**src/rtl/al4s3b_wb_pkg.sv**
```systemverilog
// Shared definitions for the Wishbone slot decoder.
// State encoding, bus data width and default read value.
package al4s3b_wb_pkg;

  localparam int DATA_W = 32;

  localparam logic [DATA_W-1:0] DEF_READ_VALUE = 32'hBAD_FAB_AC;

  localparam logic [1:0] ST_IDLE   = 2'd0;
  localparam logic [1:0] ST_ACTIVE = 2'd1;
  localparam logic [1:0] ST_FORCE  = 2'd2;
  localparam logic [1:0] ST_DONE   = 2'd3;

  typedef enum logic [1:0] {
    S_IDLE   = ST_IDLE,
    S_ACTIVE = ST_ACTIVE,
    S_FORCE  = ST_FORCE,
    S_DONE   = ST_DONE
  } state_t;

endpackage

```
**src/rtl/al4s3b_wb_timeout.sv**
```systemverilog
// Bus watchdog: transfer cycle counter plus the
// saturating forced-ACK counter and last fault address.
module al4s3b_wb_timeout #(
  parameter int APERWIDTH      = 17,
  parameter int TIMEOUT_CYCLES = 7,
  parameter int CNTR_WIDTH     = 3
) (
  input  logic                 clk,
  input  logic                 rst,
  input  logic                 load,
  input  logic                 inc,
  input  logic                 fire,
  input  logic [APERWIDTH-1:0] adr,
  output logic                 expired,
  output logic                 timeout,
  output logic [15:0]          err_cnt,
  output logic [APERWIDTH-1:0] err_adr
);

  logic [CNTR_WIDTH-1:0] cnt;

  // Cycle counter: starts at 1 on transfer start, counts while active
  always_ff @(posedge clk) begin
    if (rst) begin
      cnt <= '0;
    end else if (load) begin
      cnt <= CNTR_WIDTH'(1);
    end else if (inc) begin
      cnt <= cnt + CNTR_WIDTH'(1);
    end
  end

  assign expired = (cnt == CNTR_WIDTH'(TIMEOUT_CYCLES));
  assign timeout = fire;

  // Error log: count saturates at all-ones, address of last forced ACK
  always_ff @(posedge clk) begin
    if (rst) begin
      err_cnt <= '0;
      err_adr <= '0;
    end else if (fire) begin
      err_adr <= adr;
      if (err_cnt != 16'hFFFF) begin
        err_cnt <= err_cnt + 16'd1;
      end
    end
  end

endmodule

```
**src/rtl/al4s3b_wb_slot_decoder.sv**
```systemverilog
// Wishbone aperture decoder/mux from the AHB bridge to N slaves,
// with a watchdog that forces an ACK on unmapped or silent slots.
module al4s3b_wb_slot_decoder
  import al4s3b_wb_pkg::*;
#(
  parameter int          NUM_SLOTS          = 4,
  parameter int          APERWIDTH          = 17,
  parameter int          APERSIZE           = 10,
  parameter int          SLOT_OFFSET        = 0,
  parameter logic [15:0] BYTE0_WR_MASK      = 16'h0000,
  parameter int          TIMEOUT_CYCLES     = 7,
  parameter int          CNTR_WIDTH         = 3,
  parameter logic [31:0] DEFAULT_READ_VALUE = DEF_READ_VALUE
) (
  input  logic                        WBs_CLK_i,
  input  logic                        WBs_RST_i,
  input  logic [APERWIDTH-1:0]        WBs_ADR_i,
  input  logic                        WBs_CYC_i,
  input  logic [3:0]                  WBs_BYTE_STB_i,
  input  logic                        WBs_WE_i,
  input  logic                        WBs_RD_i,
  input  logic                        WBs_STB_i,
  output logic [DATA_W-1:0]           WBs_DAT_o,
  output logic                        WBs_ACK_o,
  output logic [NUM_SLOTS-1:0]        Slv_CYC_o,
  input  logic [DATA_W*NUM_SLOTS-1:0] Slv_DAT_i,
  input  logic [NUM_SLOTS-1:0]        Slv_ACK_i,
  output logic                        Timeout_o,
  output logic [15:0]                 Err_Cnt_o,
  output logic [APERWIDTH-1:0]        Err_Adr_o
);

  localparam int SLOT_W = APERWIDTH - APERSIZE - 2;

  state_t state, state_nx;

  logic [SLOT_W-1:0]    slot;
  int                   slot_idx;
  logic [NUM_SLOTS-1:0] hit;
  logic [DATA_W-1:0]    sel_dat;
  logic                 sel_ack;
  logic                 cyc_ok;
  logic                 ack;
  logic [DATA_W-1:0]    dat;
  logic                 load;
  logic                 inc;
  logic                 fire;
  logic                 expired;
  logic                 timeout;
  logic                 unused_bits;

  assign slot     = WBs_ADR_i[APERWIDTH-1:APERSIZE+2];
  assign slot_idx = 32'(slot);
  assign cyc_ok   = (state == S_IDLE) || (state == S_ACTIVE);

  assign unused_bits = ^{WBs_BYTE_STB_i[3:1],
                         WBs_ADR_i[APERSIZE+1:0]};

  // Slot decode and read-data/ACK select for the addressed channel
  always_comb begin
    hit     = '0;
    sel_dat = DEFAULT_READ_VALUE;
    sel_ack = 1'b0;
    for (int i = 0; i < NUM_SLOTS; i++) begin
      if (slot_idx == SLOT_OFFSET + i) begin
        hit[i]  = 1'b1;
        sel_dat = Slv_DAT_i[DATA_W*i +: DATA_W];
        sel_ack = Slv_ACK_i[i];
      end
    end
  end

  // Per-channel CYC; 8-bit slaves only see writes that hit byte 0
  always_comb begin
    Slv_CYC_o = '0;
    for (int i = 0; i < NUM_SLOTS; i++) begin
      Slv_CYC_o[i] = hit[i] & WBs_CYC_i & cyc_ok & ~WBs_RST_i &
                     (WBs_RD_i | (WBs_WE_i &
                     (~BYTE0_WR_MASK[i] | WBs_BYTE_STB_i[0])));
    end
  end

  // State register
  always_ff @(posedge WBs_CLK_i) begin
    if (WBs_RST_i) begin
      state <= S_IDLE;
    end else begin
      state <= state_nx;
    end
  end

  // Next state, ACK/data steering and watchdog controls
  always_comb begin
    state_nx = state;
    ack      = 1'b0;
    dat      = sel_dat;
    load     = 1'b0;
    inc      = 1'b0;
    fire     = 1'b0;
    unique case (state)
      S_IDLE: begin
        if (WBs_CYC_i && WBs_STB_i) begin
          state_nx = S_ACTIVE;
          load     = 1'b1;
        end
      end
      S_ACTIVE: begin
        inc = 1'b1;
        if (!WBs_CYC_i) begin
          state_nx = S_IDLE;
        end else if (sel_ack) begin
          ack      = 1'b1;
          state_nx = S_DONE;
        end else if (expired) begin
          state_nx = S_FORCE;
        end
      end
      S_FORCE: begin
        ack      = 1'b1;
        dat      = DEFAULT_READ_VALUE;
        fire     = 1'b1;
        state_nx = S_DONE;
      end
      S_DONE: begin
        if (!WBs_CYC_i || !WBs_STB_i) begin
          state_nx = S_IDLE;
        end
      end
      default: state_nx = S_IDLE;
    endcase
  end

  assign WBs_ACK_o = ack & ~WBs_RST_i;
  assign WBs_DAT_o = WBs_RST_i ? '0 : dat;
  assign Timeout_o = timeout & ~WBs_RST_i;

  al4s3b_wb_timeout #(
    .APERWIDTH      (APERWIDTH),
    .TIMEOUT_CYCLES (TIMEOUT_CYCLES),
    .CNTR_WIDTH     (CNTR_WIDTH)
  ) u_timeout (
    .clk     (WBs_CLK_i),
    .rst     (WBs_RST_i),
    .load    (load),
    .inc     (inc),
    .fire    (fire),
    .adr     (WBs_ADR_i),
    .expired (expired),
    .timeout (timeout),
    .err_cnt (Err_Cnt_o),
    .err_adr (Err_Adr_o)
  );

endmodule

```
**config.mk**
```make
export PLATFORM = sky130hd
export DESIGN_NAME = al4s3b_wb_slot_decoder
export DESIGN_NICKNAME = d
export VERILOG_FILES = /design/src/rtl/al4s3b_wb_pkg.sv /design/src/rtl/al4s3b_wb_timeout.sv /design/src/rtl/al4s3b_wb_slot_decoder.sv
export SDC_FILE = /design/constraint.sdc
export NUM_CORES = 1
export LEC_CHECK = 0
export CORE_ASPECT_RATIO = 0.6
export CORE_MARGIN = 4
export CORE_UTILIZATION = 36
export DETAILED_ROUTE_END_ITERATION = 10
export GPL_TIMING_DRIVEN = 0
export PLACE_DENSITY = 0.9
export SYNTH_ARGS = -nofsm -noshare
export SYNTH_HDL_FRONTEND = slang
export SYNTH_SLANG_ARGS = --single-unit
```
**constraint.sdc**
```tcl
create_clock -name WBs_CLK_i -period 7.4 [get_ports WBs_CLK_i]
set_input_delay 2.22 -clock WBs_CLK_i [delete_from_list [all_inputs] [get_ports WBs_CLK_i]]
set_output_delay 2.22 -clock WBs_CLK_i [all_outputs]
set_load 0.01 [all_outputs]
```
==> results.cfg <==
[setup_path]
worst_path_max_delay_cell = clkbuf_1
start_kind = input pin
critPathKind = in -> out
path_max_fanout = 10
cp-end-kind = output port
cp.arrival_ns = 4.84
crit_buf_inv = 4
path_delay_family = buffers and inverters
crit_chain = clkdlybuf4s50_1, buf_2, clkbuf_1, mux4_2, nor2_1, nor2_1, clkdlybuf4s50_1
worstPathRequired_ns = 5.18
cp_slowest_stage_delay_ns = 0.59

[cts]
postCtsSetupRepairBufs = 0
clk_latency_ns = 0.28
cts_resized = 0
cts-buffers-inserted = 5
path_clk_slew_ns = 0.06
htreeDepth = 2
clockRootBuffer = clkbuf_16
cts_tree = done
cts.sinks = 38
ctsHoldBuffers = 0
cts_buffer_depth = 2

[synth]
ys_ff_latch = 38
synthArstFlopShare_pct = 0
synth.area.top_cells = dfxtp_1, mux4_2, nor2_1, mux2i_1, ha_1
post-synth-top-count-cell = nor2_1
synth_edf_count = 0
syn_area_per_cell_um2 = 9.55
synth_top_area_share_pct = 26.3
synth.distinct_cells = 47
synth_area_leader_cell = dfxtp_1
netlist_top_cells_count = nor2_1, dfxtp_1, mux4_2
ys_seq_area_share_pct = 26.3
syn_nets = 470
synth_ff_type = dfxtp_1
syn_area_um2 = 2890
synth_warnings = 0
syn_inst = 303

[run]
max_cap_viol_count = 0

[cells_and_area]
multi_input_area_um2 = 2000
diodes = 0
area_growth_pct = 88.0
design_area_um2 = 5440
nets = 701
nFillCells = 604
seq_area_um2 = 761
drive_gt1_share_pct = 12.2

[timing]
finalSetupViolCount = 0
hold_viol = 0
max_slew.worst_pin.slew_ns = 0.724
min_period_over_period_pct = 95.3
min_period_ns = 7.06
slew_headroom_pct = 51.7
rsz0062_at_grt = no
totalNegativeSetupSlack_ns = 0
slew_viol_final = 0
fmax_mhz = 142
skew_ns = 0.00758

[die]
fp.coreArea_um2 = 7850
die-area_um2 = 9580
rows = 25
start_util_pct = 36.9
die_x_um = 124
ios = 230
die_h_um = 77.5

[global_route]
grt_use_total_pct = 25.8
grt_pass1_wl_um = 18900
grt_overflow = 0
grt_pass1_vias = 3520
antenna_found_initial = 0
grt_max_degree = 12

[placement]
place_congestion = 0.879
place_area_um2 = 5270
hpwl_um = 10700
numPortBuffers = 224

[power_and_ir_drop]
p_int_uw = 510
swShare_pct = 23.3
finalPower_uw = 665
cellLeakagePower_uw = 0.00192
p_sw_uw = 155
seq_power_share_pct = 32.0
ir_drop_uv = 84.9
cellPowerDensity_nw_per_um2 = 122
clkPwrFrac_pct = 37.2
comb_power_share_pct = 30.8

[status]
status = finished, final reports clean

[detailed_routing]
wl_per_cell_um = 20.2
first_iter_violations = 166
drtAntennaViolNets = 0
dr.pass1.iters = 4
remaining_drc_errors = 0
wl_um = 13000
vias_per_cell = 5.23
route.vias.total = 3357

[hold_path]
min_path_type = reg -> reg
[tightest hold or removal path, stage by stage, from the launching register on]
cell	delay (ns)
dfxtp_1	0.32
mux2i_1	0.06
nor2_1	0.07
[metrics by stage]
step | utilization (%) | hold slack (ns) | std cells | worst slack, ns
6_report | 69.3 | 0.491 | 642 | 0.345
5_1_grt | 69.3 | 0.534 | 642 | 0.269
4_1_cts | 69.3 | 0.496 | 642 | 0.489
3_5_place_dp | 67.1 | 0.486 | 635 | 0.499
3_3_place_gp | 67.1 | 0.471 | 635 | 0.588
2_1_floorplan | - | 0.465 | 303 | 1.70
[registers in the layout (all words and copies together) (netlist names), named ones only]
register / cells
u_timeout.err_cnt: 16
u_timeout.err_adr: 17
u_timeout.cnt: 3
state: 1
[worst paths after layout]
kind / from / endpoint / slack, ns / cells after the start
setup / recovery: WBs_ADR_i[13] / WBs_DAT_o[13] / 0.34 / 7
hold / removal: u_timeout.err_adr[12] / u_timeout.err_adr[12] / 0.49 / 2
setup reg to reg: register / register / 5.23 / 8
hold reg to reg: u_timeout.err_adr[12] / u_timeout.err_adr[12] / 0.49 / 2
[routing by layer]
| metal | vias up | wire length, um | global-route usage, % |
|---|---|---|---|
| li1 | 1560 | - | - |
| met1 | 1602 | 4900 | 29.7 |
| met2 | 159 | 6500 | 45.6 |
| met3 | 36 | 1130 | 7.43 |
| met4 | 0 | 417 | 8.84 |
| met5 | - | 0 | 0 |
[power groups by stage]
stage | registers (uW) | logic, uW | clock network [uW]
CTS | 213 | 204 | 250
finish | 213 | 205 | 247
global route | 214 | 216 | 260
detailed placement | 217 | 202 | 0
floorplan | 217 | 82.0 | 0
global placement | 216 | 195 | 0
[kinds of logic after synthesis]
logic type / after synthesis / synth area share [%]
xor+xnor: 8 / 2.42
mux: 53 / 32.2
buf+inv: 26 / 4.71
simple gates: 141 / 24.5
fa+ha+maj: 8 / 3.46
compound gates: 29 / 6.44
flops: 38 / 26.3
[area by class of cell]
type                            count  share of cell area (%)
Buffer                             22                    2.23
Clock buffer                        6                    2.55
Clock inverter                      1                   0.552
Inverter                            4                   0.276
Multi-Input combinational cell    239                    36.7
Sequential cell                    38                    14.0
Tap cell                          108                    2.48
Timing Repair Buffer              224                    41.2
[layout by cell type (no fill, tap or decap), types with 3 or more instances in the layout]
cell type	n
a21oi_1	12
buf_2	7
clkbuf_1	10
clkbuf_16	5
clkdlybuf4s50_1	224
dfxtp_1	38
ha_1	8
inv_1	4
mux2i_1	21
mux4_2	32
nand2_1	8
nand2b_1	3
nand3_1	4
nand4_1	4
nor2_1	77
nor2b_1	12
nor3_1	6
nor3b_1	3
o21ai_0	8
or3_1	5
or3_2	4
xnor2_1	5
xor2_1	3
(Power assumes the default switching activity.)
